File: src/rtl/noc_pkg.sv
// Shared NoC definitions: packet geometry, dg source FSM states, dual-rail encoder.
package noc_pkg;

   localparam int PKT_W    = 11;
   localparam int ADDR_W   = 4;
   localparam int DEST_LSB = 7;
   localparam int SRC_LSB  = 3;
   localparam int SEQ_LSB  = 0;

   typedef enum logic [2:0] {
      ST_IDLE,
      ST_WAIT_RDY,
      ST_VALID,
      ST_NEUTRAL,
      ST_GAP_WAIT,
      ST_DONE
   } dg_state_t;

   typedef struct packed {
      logic [PKT_W-1:0] rail1;
      logic [PKT_W-1:0] rail0;
   } dr_t;

   // Each data bit drives exactly one of its two rails high.
   function automatic dr_t encode_dr(input logic [PKT_W-1:0] d);
      dr_t r;
      r.rail1 = d;
      r.rail0 = ~d;
      return r;
   endfunction

   // x^8+x^6+x^5+x^4+1, Fibonacci form, shifting left.
   function automatic logic [7:0] lfsr_step(input logic [7:0] s);
      return {s[6:0], s[7] ^ s[5] ^ s[4] ^ s[3]};
   endfunction

endpackage

File: src/rtl/dg_sync_source_sync2.sv
// Two-flop synchronizer bringing the node's asynchronous enable into CLK.
// Latency 2 cycles; no backpressure.
module sync2 (
   input  logic clk,
   input  logic rst,
   input  logic d,
   output logic q
);

   logic r_meta;
   logic r_q;

   always_ff @(posedge clk or posedge rst) begin
      if (rst) begin
         r_meta <= 1'b0;
         r_q    <= 1'b0;
      end else begin
         r_meta <= d;
         r_q    <= r_meta;
      end
   end

   assign q = r_q;

endmodule

File: src/rtl/dg_sync_source.sv
// Clocked e1of2 packet source for one router dg channel; rails change 3 cycles after an e_in edge.
// Waits on the synchronized enable for every phase; start is ignored while a run is busy.
module dg_sync_source
   import noc_pkg::*;
#(
   parameter logic [ADDR_W-1:0] MY_IP     = 4'b0000,
   parameter int                NUM_PKTS  = 16,
   parameter int                GAP       = 4,
   parameter logic [7:0]        LFSR_SEED = 8'hA5
) (
   input  logic              CLK,
   input  logic              RESET,
   input  logic              start,
   input  logic              dest_mode,
   input  logic [ADDR_W-1:0] fixed_dest,
   output logic [PKT_W-1:0]  d_rail0,
   output logic [PKT_W-1:0]  d_rail1,
   input  logic              e_in,
   output logic              busy,
   output logic              done,
   output logic [15:0]       sent_count
);

   localparam logic [15:0] NUM_PKTS_C = 16'(NUM_PKTS);
   localparam logic [15:0] GAP_M1     = 16'((GAP > 0) ? (GAP - 1) : 0);

   dg_state_t         r_state;
   logic [7:0]        r_lfsr;
   logic              r_mode;
   logic [ADDR_W-1:0] r_fixed;
   logic [15:0]       r_gap_cnt;
   logic [15:0]       r_sent;
   logic              r_busy;
   logic              r_done;
   logic [PKT_W-1:0]  r_rail0;
   logic [PKT_W-1:0]  r_rail1;

   logic              w_e_s;
   logic [7:0]        w_lfsr_nxt;
   logic [ADDR_W-1:0] w_cand;
   logic [ADDR_W-1:0] w_dest;
   logic [PKT_W-1:0]  w_pkt;
   dr_t               w_code;

   sync2 u_sync_e (
      .clk (CLK),
      .rst (RESET),
      .d   (e_in),
      .q   (w_e_s)
   );

   // A node never addresses itself, so a self-hit is nudged to the neighbouring IP.
   assign w_lfsr_nxt = lfsr_step(r_lfsr);
   assign w_cand     = r_mode ? r_fixed : w_lfsr_nxt[ADDR_W-1:0];
   assign w_dest     = (w_cand == MY_IP) ? (w_cand ^ 4'b0001) : w_cand;
   assign w_pkt      = {w_dest, MY_IP, r_sent[2:0]};
   assign w_code     = encode_dr(w_pkt);

   always_ff @(posedge CLK or posedge RESET) begin
      if (RESET) begin
         r_state   <= ST_IDLE;
         r_lfsr    <= LFSR_SEED;
         r_mode    <= 1'b0;
         r_fixed   <= '0;
         r_gap_cnt <= '0;
         r_sent    <= '0;
         r_busy    <= 1'b0;
         r_done    <= 1'b0;
         r_rail0   <= '0;
         r_rail1   <= '0;
      end else begin
         case (r_state)
            ST_IDLE, ST_DONE: begin
               if (start) begin
                  r_sent  <= '0;
                  r_done  <= 1'b0;
                  r_mode  <= dest_mode;
                  r_fixed <= fixed_dest;
                  r_busy  <= 1'b1;
                  r_state <= ST_WAIT_RDY;
               end
            end
            ST_WAIT_RDY: begin
               if (w_e_s) begin
                  r_lfsr  <= w_lfsr_nxt;
                  r_rail1 <= w_code.rail1;
                  r_rail0 <= w_code.rail0;
                  r_state <= ST_VALID;
               end
            end
            ST_VALID: begin
               if (!w_e_s) begin
                  r_rail1 <= '0;
                  r_rail0 <= '0;
                  r_sent  <= r_sent + 16'd1;
                  r_state <= ST_NEUTRAL;
               end
            end
            ST_NEUTRAL: begin
               if (w_e_s) begin
                  if (r_sent == NUM_PKTS_C) begin
                     r_done  <= 1'b1;
                     r_busy  <= 1'b0;
                     r_state <= ST_DONE;
                  end else if (GAP > 0) begin
                     r_gap_cnt <= GAP_M1;
                     r_state   <= ST_GAP_WAIT;
                  end else begin
                     r_state <= ST_WAIT_RDY;
                  end
               end
            end
            ST_GAP_WAIT: begin
               if (r_gap_cnt == 16'd0) begin
                  r_state <= ST_WAIT_RDY;
               end else begin
                  r_gap_cnt <= r_gap_cnt - 16'd1;
               end
            end
            default: begin
               r_state <= ST_IDLE;
               r_busy  <= 1'b0;
            end
         endcase
      end
   end

   assign d_rail0    = r_rail0;
   assign d_rail1    = r_rail1;
   assign busy       = r_busy;
   assign done       = r_done;
   assign sent_count = r_sent;

endmodule
File: config.mk
export PLATFORM = sky130hd
export DESIGN_NAME = dg_sync_source
export DESIGN_NICKNAME = d
export VERILOG_FILES = /design/src/rtl/noc_pkg.sv /design/src/rtl/dg_sync_source_sync2.sv /design/src/rtl/dg_sync_source.sv
export SDC_FILE = /design/constraint.sdc
export NUM_CORES = 1
export LEC_CHECK = 0
export CAP_MARGIN = 40
export CELL_PAD_IN_SITES_DETAIL_PLACEMENT = 1
export CELL_PAD_IN_SITES_GLOBAL_PLACEMENT = 2
export CORE_MARGIN = 3
export CORE_UTILIZATION = 34
export CTS_CLUSTER_SIZE = 25
export DETAILED_ROUTE_END_ITERATION = 8
export PLACE_DENSITY_LB_ADDON = 0.1
export SLEW_MARGIN = 15
export SYNTH_ARGS = -nofsm -noshare
export SYNTH_HDL_FRONTEND = slang
export SYNTH_SLANG_ARGS = --single-unit
File: constraint.sdc
create_clock -name CLK -period 2.39 [get_ports CLK]
set_clock_uncertainty 0.1 [all_clocks]
set_input_delay 0.239 -clock CLK [delete_from_list [all_inputs] [get_ports CLK]]
set_output_delay 0.239 -clock CLK [all_outputs]
set_load 0.05 [all_outputs]
== After elaboration in Yosys (flattened, before gate mapping) ==
Cells that the tools add are included.

* Add/sub/neg operators: 2
* Equal/unequal tests: 14
* Multiplexer cells: 29
* Bitwise operators: 6
* Reductions and logical operators: 17

{| class="wikitable"
|+ Operators with widths
! operator !! number
|-
| two-way mux 16 bit || 5
|-
| one-hot mux 16 bit (2 select lines) || 2
|-
| one-hot mux 11 bit (2 select lines) || 2
|-
| two-way mux 11 bit || 3
|-
| adder 16 x 1 -> 16 bit, second input constant || 1
|-
| == test 16 x 5 -> 1 bit, second input constant || 1
|-
| logical NOT 16 bit || 1
|-
| subtractor 16 x 1 -> 16 bit, second input constant || 1
|-
| two-way mux 3 bit || 5
|-
| one-hot mux 3 bit (5 select lines) || 1
|-
| inequality test 2 bit, second input constant || 6
|-
| AND reduction 4 bit || 3
|-
| inverter 11 bit || 1
|-
| two-way mux 1 bit || 8
|-
| nonzero test 2 bit || 4
|-
| == test 3 x 2 -> 1 bit, second input constant || 2
|-
| == test 3 bit, second input constant || 2
|-
| AND reduction 3 bit || 2
|-
| AND reduction 5 bit || 1
|-
| logical NOT 4 bit || 1
|-
| two-way mux 4 bit || 1
|-
| inequality test 2 x 1 -> 1 bit, second input constant || 2
|-
| AND reduction 2 bit || 2
|-
| == test 3 x 1 -> 1 bit, second input constant || 1
|-
| 7 further kinds || 10
|}

* Register bits: 74
* Bits of input ports: 9
* Output and inout bits: 40
* Logic and storage cells: 80

== Depth between registers and ports, before layout ==
Gate-level depths: netlist of run 1.

* Depth in word-level cells: 9
* Gate-level depth with buffers: 7

== By module ==
From an unflattened synthesis of run 1, not the netlist that was laid out.

* Cell total of the unflattened synthesis: 338
* Area total of the unflattened synthesis: 3,284.4 µm²

{| class="wikitable"
|+ Modules (own cells, without submodules)
! module !! times used !! cells an instance !! area an instance (µm²) !! sequential area each (µm²)
|-
| dg_sync_source || 1 || 335 || 3,230.6 || 1,631.6
|-
| sync2 || 1 || 3 || 53.8 || 50.0
|}

== Worst setup path before layout of run 1 ==
Ideal clock, no wire load.

* Path type: register to register
* Start point: register r_sent[0] (netlist: sent_count[0])
* End point: register r_gap_cnt[10]
* Arrival time: 1.870 ns
* Required time: 2.169 ns
* Setup slack: 0.298 ns
* Stages on the path, launching flop included: 8
* Clock period less this slack: 2.092 ns
* Path through: dfrtp_1 -> inv_1 -> ha_1 -> nor4b_1 -> nand4_1 -> nor2b_1 -> buf_2 -> nor2_1

* Cells in the longest elaborated chain, start to end: 3

{| class="wikitable"
|+ Ends and longest elaborated chain
! what !! RTL line !! RTL
|-
| start: declaration || dg_sync_source.sv:32 || <nowiki>logic [15:0] r_sent;</nowiki>
|-
| start signal: assignment || dg_sync_source.sv:95 || <nowiki>r_sent <= r_sent + 16'd1;</nowiki>
|-
| == test 16 x 5 -> 1 bit || dg_sync_source.sv:101 || <nowiki>if (r_sent == NUM_PKTS_C) begin</nowiki>
|-
| inequality test 2 bit (no source line) || - ||
|-
| AND reduction 4 bit (no source line) || - ||
|-
| end signal: assignment || dg_sync_source.sv:117 || <nowiki>r_gap_cnt <= r_gap_cnt - 16'd1;</nowiki>
|-
| end: declaration || dg_sync_source.sv:31 || <nowiki>logic [15:0] r_gap_cnt;</nowiki>
|}

No other way between the ends.
A chain may end at the register's enable or synchronous reset.

== Worst setup path in the final report of run 1 ==
* Start point: register r_sent[1] (netlist: sent_count[1])
* End point: register r_gap_cnt[12]

The elaborated chain is that of the path after synthesis.

==> run summary, run 1 <==
The run finished with clean final reports. The clock network burns 24.2% of the power. The detailed router placed 2,584 vias in this run. The total routing usage reported by global routing is 16.1%, and the standby leakage power is 0.00180 uW. The run gives 6.00 mm as the total half-perimeter wirelength after legalization and detailed placement.

The number of routed nets with antenna violations was 0; the number of I/O port buffers was 44. The shortest period the worst path allows came out at 2100 ps. The actual slew at the worst max-slew pin is 745 ps, and the global-route wire length before repair is 14.2 mm. Horizontal die dimension: 104 microns. In the final design database the tool counted 399 nets. Pin placement for this block handled 49 I/O pins. Data arrives at the worst endpoint at 2260 ps.

For this design the ratio of total power to cell area is 1180 nW/um^2. In this run the critical register-to-register path is captured at r_gap_cnt[12]. The run gives 50.3% as the remaining max-slew budget at the tightest pin.

The largest family of logic cells by synthesized area was simple AND/OR/NAND/NOR gates. Simple-gate share of the synthesized area: 20.8%. The number of hold buffers added after CTS was 0. The top cell type by area accounts for 47.9% of the synthesized area. Setup violations remaining at the end of the flow were counted as 0. Once the floorplan was initialized, standard cells occupied 35.3% of the core.

The number of DRC markers after the initial detailed-route iteration was 59; the number of instances in the synthesized netlist was 332. After Yosys synthesis, full adders, half adders and majority gates account for 1.14% of the synthesized area. The min-delay analysis places its worst path in the category primary input to async pin.

For this run, the leading register cell type out of synthesis is sky130_fd_sc_hd__dfrtp_1. Routability-driven placement finished with a final weighted congestion of 0.750. The tools report the buffer type at the clock tree root as sky130_fd_sc_hd__clkbuf_8.

The worst hold slack was 128 ps; the unique cell type count in the Yosys netlist was 51. Clock-pin slew was measured on the worst setup and hold paths at 80 ps. The number of buffers inserted during clock tree synthesis was 9; the layout-stage area growth over the synthesis result was 27.5%.

The post-route fraction of the period consumed by the critical path was 87.7%. The synthesized design contains 0 enable-type register cells. The max-slew violation count is 0. The biggest area contributor in the post-synthesis netlist is sky130_fd_sc_hd__dfrtp_1.

The total overflow left after global routing is 0. Sequential cells were found to cover 51.1% of the synthesized design area. The worst-case reg-to-reg path depth is 7. Once placement finished, the instance area stood at 3940 sq um. Adding up every negative setup slack in the final design gives 0 ps.

The H-tree was split into 3 levels. Summing the areas of all compound-gate instances in the mapped netlist gives 11.2% of the synthesized area. In this run the worst path has a maximum fanout of 12. After detailed routing, the number of vias per cell comes to 4.96.

For the cell internal power dissipation, the log shows 2910 uW. For flop-to-flop paths, the worst setup slack is 290 ps. At the worst endpoint, the required time is 2550 ps. The run gives 0 as the final number of hold-violating endpoints. The logs give 33.1% for the register share of total power and 0 for the diode insertion count for antenna repair. TritonCTS built the clock tree.

The worst setup path is captured at a register. For the utilization after layout, the log shows 45.0%. The clock net sink count came out at 67. Type of origin of the critical path: a register. In this run the power spent charging and discharging nets is 2060 uW. After routing the design area is 4200 sq um.

The synthesized netlist occupies a cell area of 3290 sq um. Sorting the synthesized cells by area gives the leading types as sky130_fd_sc_hd__dfrtp_1 (48%), sky130_fd_sc_hd__nand2_1 (5.0%), sky130_fd_sc_hd__nor2_1 (4.1%). The commonest cells after synthesis are sky130_fd_sc_hd__dfrtp_1 (63), sky130_fd_sc_hd__nand2_1 (44), sky130_fd_sc_hd__nor2_1 (36), sky130_fd_sc_hd__xnor2_1 (15), sky130_fd_sc_hd__o21ai_1 (14).

The maximum clock path buffer count came out at 2. After Yosys synthesis, XOR and XNOR cells account for 7.45% of the synthesized area. Based on the critical path, the design can be clocked at up to 0.477 GHz. The number of global-route vias before repair is 2,722, and the die outline area is 10,900 sq um.

The worst-case IR drop observed on VDD is 390 uV. The worst setup path category is register to register. The start of the worst register-to-register path was sent_count[1]. For the total setup buffers inserted after CTS, the log shows 0. The switching share of power was 41.5%; the combinational power share was 42.7%.

The proportion of synthesized flip-flops having asynchronous set or reset works out to 100%. The region available for standard cell placement spans 9330 sq um. The tools report the number of antenna violations at the first check in global routing as 0.

Setup repair after global routing left no endpoint under its margin. At the later pin of the worst-skew pair, clock insertion delay measures 340 ps. The library cell with the highest instance count after synthesis is sky130_fd_sc_hd__dfrtp_1. The ratio of cells with drive above 1 in the final layout is 12.5%, and the post-cts gate resize count is 0. The first detailed-routing pass took 4 iterations. In the routed design, unresolved DRC markers number 0. The post-synthesis sequential element count is 67, and the average detailed-routed wire length per instance is 15.8 microns. For the max-capacitance violation count, the log shows 0.

The floorplan has 35 rows. The logs give 0 for the number of warnings issued by yosys and 8.24 mm for the total detailed-routing wirelength. After synthesis, the share of cell area in mux cells is 3.53%. The average instance in the mapped netlist occupies 9.92 sq um. Entering global routing, the biggest net connects 26 pins. Y dimension of the die: 104 microns.
## state kept, by name (all words and copies together), names as in the netlist
name	flops
r_gap_cnt	16
sent_count	16
d_rail0	8
r_lfsr	8
d_rail1	7
r_fixed	4
r_state	3
busy	1
done	1
r_mode	1
u_sync_e.q	1
u_sync_e.r_meta	1
## stage by stage
stage                     power [uW]  worst slack (ps)  std cells
after detailed placement        3810               159        505
after global routing            5300              95.8        521
final                           4970               293        521
after global placement          3770               208        504
after CTS                       5050               235        521
after floorplan                 3110               298        335
## cells by family (layout without fill, tap and decap cells)
group / count (synthesis) / in the layout
buffers and inverters: 32 / 89
flip-flops: 67 / 67
AND/OR/NAND/NOR: 138 / 138
AO/OA/AOI/OAI: 52 / 52
multiplexers: 11 / 11
adder cells (fa/ha/maj): 3 / 3
XOR/XNOR: 28 / 28
other: 1 / 4
## worst max-delay path, stage by stage (launching register included)
cell	delay (ps)
sky130_fd_sc_hd__dfrtp_1	450
sky130_fd_sc_hd__inv_1	110
sky130_fd_sc_hd__ha_1	150
sky130_fd_sc_hd__nor4b_1	360
sky130_fd_sc_hd__nand4_1	270
sky130_fd_sc_hd__nor2b_1	260
sky130_fd_sc_hd__buf_4	190
sky130_fd_sc_hd__a21oi_1	120
## power groups by stage
| stage | clock (uW) | sequential [uW] | combinational [uW] |
|---|---|---|---|
| after global routing | 1300 | 1700 | 2290 |
| after detailed placement | 0 | 1670 | 2140 |
| after floorplan | 0 | 2100 | 1010 |
| final | 1200 | 1640 | 2120 |
| after global placement | 0 | 1660 | 2110 |
| after CTS | 1250 | 1650 | 2150 |
## layer usage
layer / GRT usage [%] / wire [microns] / vias up
met5: 0 / 0 / -
met4: 4.84 / 99 / 0
met3: 3.41 / 238 / 9
met2: 25.3 / 3850 / 46
met1: 22.3 / 4050 / 1273
li1: - / - / 1256
## cell usage in the layout (no fill, tap or decap), types with 2 or more instances in the layout
cell and count:
sky130_fd_sc_hd__a2111oi_2 3, sky130_fd_sc_hd__a211oi_1 4, sky130_fd_sc_hd__a21oi_1 7, sky130_fd_sc_hd__a22o_1 4, sky130_fd_sc_hd__a22oi_1 2, sky130_fd_sc_hd__and2_1 4
sky130_fd_sc_hd__and4_1 3, sky130_fd_sc_hd__buf_4 16, sky130_fd_sc_hd__bufinv_16 3, sky130_fd_sc_hd__clkbuf_8 11, sky130_fd_sc_hd__clkdlybuf4s50_1 44, sky130_fd_sc_hd__conb_1 4
sky130_fd_sc_hd__dfrtp_1 63, sky130_fd_sc_hd__dfstp_2 4, sky130_fd_sc_hd__ha_1 3, sky130_fd_sc_hd__inv_1 11, sky130_fd_sc_hd__mux2_2 4, sky130_fd_sc_hd__mux2i_1 6
sky130_fd_sc_hd__nand2_1 44, sky130_fd_sc_hd__nand3_1 7, sky130_fd_sc_hd__nand4_1 6, sky130_fd_sc_hd__nor2_1 36, sky130_fd_sc_hd__nor2b_1 4, sky130_fd_sc_hd__nor3_1 9
sky130_fd_sc_hd__nor3b_1 3, sky130_fd_sc_hd__nor4_1 6, sky130_fd_sc_hd__nor4b_1 3, sky130_fd_sc_hd__o2111ai_1 3, sky130_fd_sc_hd__o21ai_0 5, sky130_fd_sc_hd__o21ai_1 14
sky130_fd_sc_hd__o41ai_1 2, sky130_fd_sc_hd__or3_1 3, sky130_fd_sc_hd__or4_1 2, sky130_fd_sc_hd__xnor2_1 15, sky130_fd_sc_hd__xor2_1 13
## area by class of cell
type                       instances  area, sq um
fill                            1054         5130
clock inverter                     5          108
tap                              129          161
timing repair buffer              61          581
sequential                        67         1680
multi-input combinational        236         1470
clock buffer                      11          151
inverter                          12         45.0
## worst max path at each step
stage | start | to | cells after the start
floorplan | sent_count[0] | r_gap_cnt[10] | 7
global placement | start | sent_count[5] | 6
detailed placement | start | sent_count[11] | 6
finish | sent_count[1] | r_gap_cnt[12] | 7
global route | r_state[0] | r_gap_cnt[14] | 5
CTS | sent_count[1] | r_gap_cnt[4] | 7
(Power assumes the default switching activity.)
==> run 2, diff against run 1 <==
--- a/config.mk
+++ b/config.mk
@@ -12,8 +12,9 @@
 export CORE_UTILIZATION = 34
 export CTS_CLUSTER_SIZE = 25
 export DETAILED_ROUTE_END_ITERATION = 8
-export PLACE_DENSITY_LB_ADDON = 0.1
+export PLACE_DENSITY = 0.82
 export SLEW_MARGIN = 15
 export SYNTH_ARGS = -nofsm -noshare
 export SYNTH_HDL_FRONTEND = slang
 export SYNTH_SLANG_ARGS = --single-unit
+export TNS_END_PERCENT = 1
==> run summary, run 2 (same netlist as run 1, synthesis figures left out) <==
The flow ran to the end, and the final reports show no timing, DRC or antenna violations. The max-slew violation count came out at 0 (unchanged). The global-route wire length before repair was 14.1 mm (was 14.2 mm); the placeable core area was 9330 sq um (unchanged). The total number of nets in the final design came out at 395 (was 399). For the max-capacitance violation count, the log shows 0 (unchanged). The tools report the pin count of the biggest net entering global routing as 68 (was 26). The worst setup path category is register to register (unchanged). The logs give 0 ps (unchanged) for the final total negative setup slack and 0 (unchanged) for the global-route congestion overflow total. The clock-pin slew of the registers on the worst-case setup and hold paths was 80 ps (about the same). The clock net sink count came out at 67 (unchanged). The gate family responsible for the most delay along the worst path was simple AND/OR/NAND/NOR gates (unchanged). The power density of the placed cells came out at 1170 nW/um^2 (was 1180 nW/um^2). The leading cell type in the layout, fill and taps excluded was sky130_fd_sc_hd__dfrtp_1 (unchanged).

Class of the worst hold path: primary input to async pin (unchanged). The start of the worst register-to-register path is r_gap_cnt[0] (was sent_count[1]). The final instance count without filler cells is 517 (was 521), and the post-cts hold buffer count is 0 (unchanged).

The detailed-router iteration count before antenna repair came out at 4 (unchanged). Layout-stage area growth over the synthesis result: 25.8% (was 27.5%). Actual slew at the worst max-slew pin: 699 ps (was 745 ps). The tools report the die outline area as 10,900 sq um (unchanged).

The total detailed-routing wirelength was 8.08 mm (was 8.24 mm). The tools report the number of DRC markers after the initial detailed-route iteration as 69 (was 59). The horizontal die dimension was 104 microns (unchanged). The initial cell density of the core was 35.3% (unchanged); the post-route fraction of the period consumed by the critical path was 88.7% (was 87.7%).

For the final setup violation count, the log shows 0 (unchanged). Worst hold slack: 171 ps (was 128 ps). Chain of cells forming the critical path: inv_1 > ha_1 > nor3b_1 > nand2_1 > nor4_1 > xnor2_1 > nor2_1 (was inv_1 > ha_1 > nor4b_1 > nand4_1 > nor2b_1 > buf_4 > a21oi_1).

The logs give 2530 ps (was 2550 ps) for the worst endpoint required time and 3910 sq um (was 3940 sq um) for the post-place instance area. The maximum net fanout on the critical path was 8 (was 12); the number of global-route vias before repair was 2,745 (was 2,722). The ratio of cells with drive above 1 in the final layout came out at 11.9% (was 12.5%).

The type of origin of the critical path is a register (unchanged). The delay contributed by the slowest stage of the critical path is 440 ps (was 450 ps). The tools report the maximum vdd ir drop as 415 uV (was 390 uV). The standby leakage power was 0.00177 uW (was 0.00180 uW). Highest-delay cell along the critical path: sky130_fd_sc_hd__nor4_1 (was sky130_fd_sc_hd__dfrtp_1). Detailed-route vias per instance: 4.94 (was 4.96). The run gives 0 (unchanged) as the final number of hold-violating endpoints.

The buffer type at the clock tree root is sky130_fd_sc_hd__clkbuf_8 (unchanged). The run gives 0.472 GHz (was 0.477 GHz) as the highest achievable clock rate. The logs give 269 ps (was 293 ps) for the final worst-path setup slack and 5.65 mm (was 6.00 mm) for the total half-perimeter wirelength after legalization and detailed placement. Most frequent cells in the layout: sky130_fd_sc_hd__dfrtp_1 (63), sky130_fd_sc_hd__nand2_1 (44), sky130_fd_sc_hd__clkdlybuf4s50_1 (44) (unchanged).

TritonCTS built the clock tree. The tools report the remaining design rule violation count as 0 (unchanged). For the count of H-tree levels built during CTS, the log shows 3 (unchanged). The diode insertion count for antenna repair is 0 (unchanged). The remaining max-slew budget at the tightest pin is 53.4% (was 50.3%), and the final instance area is 4140 sq um (was 4200 sq um). The tools report the kind of capture point of the worst setup path as a register (unchanged). The tools report the final weighted congestion of routability-driven global placement as 0.754 (was 0.750). The tools report the number of I/O pins as 49 (unchanged). Start point of the critical path: r_gap_cnt[0] (was sent_count[1]). For the maximum clock path buffer count, the log shows 2 (unchanged). The number of I/O port buffers was 44 (unchanged); the number of routed nets with antenna violations was 0 (unchanged). Number of antenna violations at the first check in global routing: 0 (unchanged).

Setup repair after global routing left no endpoint under its margin. The shortest period the worst path allows works out to 2120 ps (was 2100 ps). The average detailed-routed wire length per instance was 15.6 microns (was 15.8 microns); the via count was 2,553 (was 2,584). The logs give 184 ps (was 159 ps) for the pre-CTS setup slack and 35 (unchanged) for the number of rows in the core area.

Total routing usage reported by global routing: 15.9% (was 16.1%). The y dimension of the die works out to 104 microns (unchanged). The number of buffers and inverters on the critical path is 1 (was 2).

The tools report the arrival time at the worst endpoint as 2260 ps (about the same). The tools report the insertion delay to the later sink of the worst-skew pair as 350 ps (was 340 ps). For the placed instance count, the log shows 501 (was 505). The number of buffers inserted during clock tree synthesis came out at 9 (unchanged).
## run 2: power breakdown
part,switching [uW],total [uW],internal [uW]
logic,1340,2090,748
clock network,462,1080,615
registers,273,1670,1390
## run 2: routing by layer
metal,part of all wire (%),vias up,GRT usage (%)
met2,49,38,25.4
met1,47,1266,21.5
met4,1.4,0,5.13
met3,2.7,10,3.41
li1,-,1239,-
met5,0,-,0
## run 2: layout make-up
type	instances	area [sq um]
clock inverters	6	88.8
repair buffers	57	551
fillers	1056	5180
flip-flops and latches	67	1680
well taps	129	161
multi-input cells	236	1480
inverters	12	45.0
clock buffers	10	138
## run 2: path summary, 6_finish.rpt
check / endpoint / slack, ps / cells after the start
setup / recovery: r_gap_cnt[8] / 270 / 7
hold / removal: d_rail0[7] / 170 / 3
setup reg to reg: r_gap_cnt[8] / 270 / 7
hold reg to reg: u_sync_e.q / 250 / 0
max in group asynchronous: r_lfsr[5] / 1670 / 3
min in group CLK: u_sync_e.r_meta / 240 / 1
## run 2: through the flow
| stage | power, uW | utilization [%] |
|---|---|---|
| floorplan | 3110 | - |
| global placement | 3740 | 41.8 |
| detailed placement | 3810 | 41.9 |
| CTS | 4910 | 44.3 |
| global route | 5150 | 44.4 |
| finish | 4840 | 44.4 |
## run 2: worst reg2reg max path, cell delays in order (launching register included)
cell and delay (ps):
sky130_fd_sc_hd__dfrtp_1 390, sky130_fd_sc_hd__inv_1 100, sky130_fd_sc_hd__ha_1 180, sky130_fd_sc_hd__nor3b_1 330, sky130_fd_sc_hd__nand2_1 260, sky130_fd_sc_hd__nor4_1 440, sky130_fd_sc_hd__xnor2_1 170, sky130_fd_sc_hd__nor2_1 50
## run 2: what timing repair did
| item | in CTS | in global routing |
|---|---|---|
| resized for setup | 0 | 1 |
| endpoints found under the setup margin | 0 | 1 |
| setup buffers | 0 | 0 |
| endpoints found under the hold margin | 0 | 0 |
==> run 3, diff against run 2 <==
--- a/config.mk
+++ b/config.mk
@@ -8,7 +8,6 @@
 export CAP_MARGIN = 40
 export CELL_PAD_IN_SITES_DETAIL_PLACEMENT = 1
 export CELL_PAD_IN_SITES_GLOBAL_PLACEMENT = 2
-export CORE_MARGIN = 3
 export CORE_UTILIZATION = 34
 export CTS_CLUSTER_SIZE = 25
 export DETAILED_ROUTE_END_ITERATION = 8
==> run summary, run 3 (same netlist as run 1, synthesis figures left out) <==
The flow ran to the end, and the final reports show no timing, DRC or antenna violations. The gate family responsible for the most delay along the worst path is simple AND/OR/NAND/NOR gates (unchanged). The number of global-route vias before repair is 2,702 (was 2,745), and the power density of the placed cells is 1140 nW/um^2 (was 1170 nW/um^2). The actual slew at the worst max-slew pin is 689 ps (was 699 ps).

The logs give 2220 ps (was 2260 ps) for the arrival time at the worst endpoint and 9 (unchanged) for the number of buffers inserted during clock tree synthesis. The number of I/O port buffers came out at 44 (unchanged). The terminus of the critical flop-to-flop path was r_gap_cnt[14] (was r_gap_cnt[8]). For the initial cell density of the core, the log shows 35.3% (unchanged). The horizontal die dimension was 100 microns (was 104 microns). The class of the worst hold path is primary input to async pin (unchanged). The type of origin of the critical path was a register (unchanged). Worst setup path category: register to register (unchanged).

The worst endpoint required time is 2500 ps (was 2530 ps), and the clock net sink count is 67 (unchanged). Most frequent cells in the layout: sky130_fd_sc_hd__dfrtp_1 (63), sky130_fd_sc_hd__nand2_1 (44), sky130_fd_sc_hd__clkdlybuf4s50_1 (44) (unchanged). The logs give 13.5 mm (was 14.1 mm) for the global-route wire length before repair and 54.1% (was 53.4%) for the remaining max-slew budget at the tightest pin. The ratio of cells with drive above 1 in the final layout came out at 12.5% (was 11.9%). The setup slack of the worst register-to-register path was 280 ps (was 270 ps). Chain of cells forming the critical path: nor3b_1 > nand2_1 > nor4_1 > mux2i_1 > nor2_1 (was inv_1 > ha_1 > nor3b_1 > nand2_1 > nor4_1 > xnor2_1 > nor2_1). The run gives 0.474 GHz (was 0.472 GHz) as the highest achievable clock rate. The total routing usage reported by global routing is 17.3% (was 15.9%), and the maximum net fanout on the critical path is 11 (was 8).

The total number of nets in the final design came out at 399 (was 395). Layout-stage area growth over the synthesis result: 25.7% (was 25.8%). The maximum vdd ir drop is 495 uV (was 415 uV), and the post-cts hold buffer count is 0 (unchanged). The max-capacitance violation count is 0 (unchanged).

The y dimension of the die was 100 microns (was 104 microns). The detailed-route vias per instance is 4.93 (was 4.94). The post-route fraction of the period consumed by the critical path came out at 88.2% (was 88.7%). The logs give 0 (unchanged) for the max-slew violation count and 49 (unchanged) for the number of I/O pins. The kind of capture point of the worst setup path is a register (unchanged). The logs give 1,073 (was 1,056) for the number of fillers in the final layout and 38 (was 68) for the pin count of the biggest net entering global routing.

The final weighted congestion of routability-driven global placement came out at 0.789 (was 0.754). The tools report the detailed-router iteration count before antenna repair as 4 (unchanged). Number of buffers and inverters on the critical path: 0 (was 1).

Leading cell type in the layout, fill and taps excluded: sky130_fd_sc_hd__dfrtp_1 (unchanged). For the placeable core area, the log shows 9330 sq um (unchanged). The maximum clock path buffer count is 2 (unchanged), and the die outline area is 10,100 sq um (was 10,900 sq um).

The number of DRC markers after the initial detailed-route iteration came out at 46 (was 69). Setup repair after global routing left no endpoint under its margin. The total detailed-routing wirelength was 7.78 mm (was 8.08 mm); the clock-pin slew of the registers on the worst-case setup and hold paths was 80 ps (about the same). Total half-perimeter wirelength after legalization and detailed placement: 5.59 mm (was 5.65 mm). The tools report the capture point of the critical path as r_gap_cnt[14] (was r_gap_cnt[8]). The tools report the remaining design rule violation count as 0 (unchanged). The via count is 2,568 (was 2,553). Buffer type at the clock tree root: sky130_fd_sc_hd__clkbuf_8 (unchanged). The logs give 0 (unchanged) for the number of antenna violations at the first check in global routing and 1470 sq um (was 1480 sq um) for the combined area of the multi-input logic cells.

The start point of the critical path is r_state[1] (was r_gap_cnt[0]). The number of routed nets with antenna violations is 0 (unchanged). For the final number of hold-violating endpoints, the log shows 0 (unchanged).

The average detailed-routed wire length per instance came out at 14.9 microns (was 15.6 microns). The total number of cells along the worst setup path came out at 5 (was 7). The run gives 1680 sq um (unchanged) as the sequential cell area in the final layout.

The delay contributed by the slowest stage of the critical path was 500 ps (was 440 ps). For the final total negative setup slack, the log shows 0 ps (unchanged). The final setup violation count came out at 0 (unchanged). Worst-case reg-to-reg path depth: 5 (was 7).

TritonCTS built the clock tree. Start of the worst register-to-register path: r_state[1] (was r_gap_cnt[0]). The logs give 116 ps (was 171 ps) for the worst hold slack and 35 (unchanged) for the number of rows in the core area. Diode insertion count for antenna repair: 0 (unchanged).

The logs give 0 (unchanged) for the global-route congestion overflow total and 0.00177 uW (about the same) for the standby leakage power. The shortest period the worst path allows is 2110 ps (was 2120 ps). Highest-delay cell along the critical path: sky130_fd_sc_hd__dfrtp_1 (was sky130_fd_sc_hd__nor4_1). The post-cts gate resize count was 0 (unchanged); the total setup buffers inserted after CTS was 0 (unchanged). The run gives 340 ps (was 350 ps) as the insertion delay to the later sink of the worst-skew pair.

The tools report the count of H-tree levels built during CTS as 3 (unchanged).
## run 3: cell type report
type | instances | share of cell area (%)
inverter | 12 | 1.09
sequential | 67 | 40.6
tap | 129 | 3.90
multi-input combinational | 236 | 35.5
clock buffer | 9 | 2.99
timing repair buffer | 61 | 14.0
clock inverter | 7 | 1.84
## run 3: through the flow
| stage | setup WS (ps) | instance area [sq um] | total power (uW) | util, % | std cells |
|---|---|---|---|---|---|
| after floorplan | 298 | 3300 | 3110 | - | 335 |
| after global placement | 218 | 3930 | 3760 | 42.2 | 504 |
| after detailed placement | 194 | 3940 | 3820 | 42.2 | 505 |
| after CTS | 235 | 4140 | 4800 | 44.4 | 521 |
| after global routing | 75.2 | 4140 | 5030 | 44.4 | 521 |
| final | 281 | 4140 | 4730 | 44.4 | 521 |
## run 3: worst min path at each step
stage                      end  slack (ps)
2_1_floorplan  u_sync_e.r_meta         170
3_3_place_gp        u_sync_e.q         240
3_5_place_dp        u_sync_e.q         240
4_1_cts            d_rail0[10]         120
5_1_grt            d_rail0[10]         140
6_report           d_rail0[10]         120
## run 3: where the power goes
part	switching [uW]	total, uW	internal, uW
Clock	471	959	489
Sequential	225	1620	1390
Combinational	1380	2150	772
## run 3: layer usage
layer	vias to the layer above	routed length, microns	GRT usage (%)
li1	1259	-	-
met1	1264	3740	23.3
met2	36	3710	27.5
met3	9	243	3.83
met4	0	88	5.69
met5	-	0	0
## run 3: worst register-to-register path, delay by kind of cell (launching register included)
family | cells | cell delay, ps
mux | 1 | 230
simple gates | 4 | 1150
flops | 1 | 500
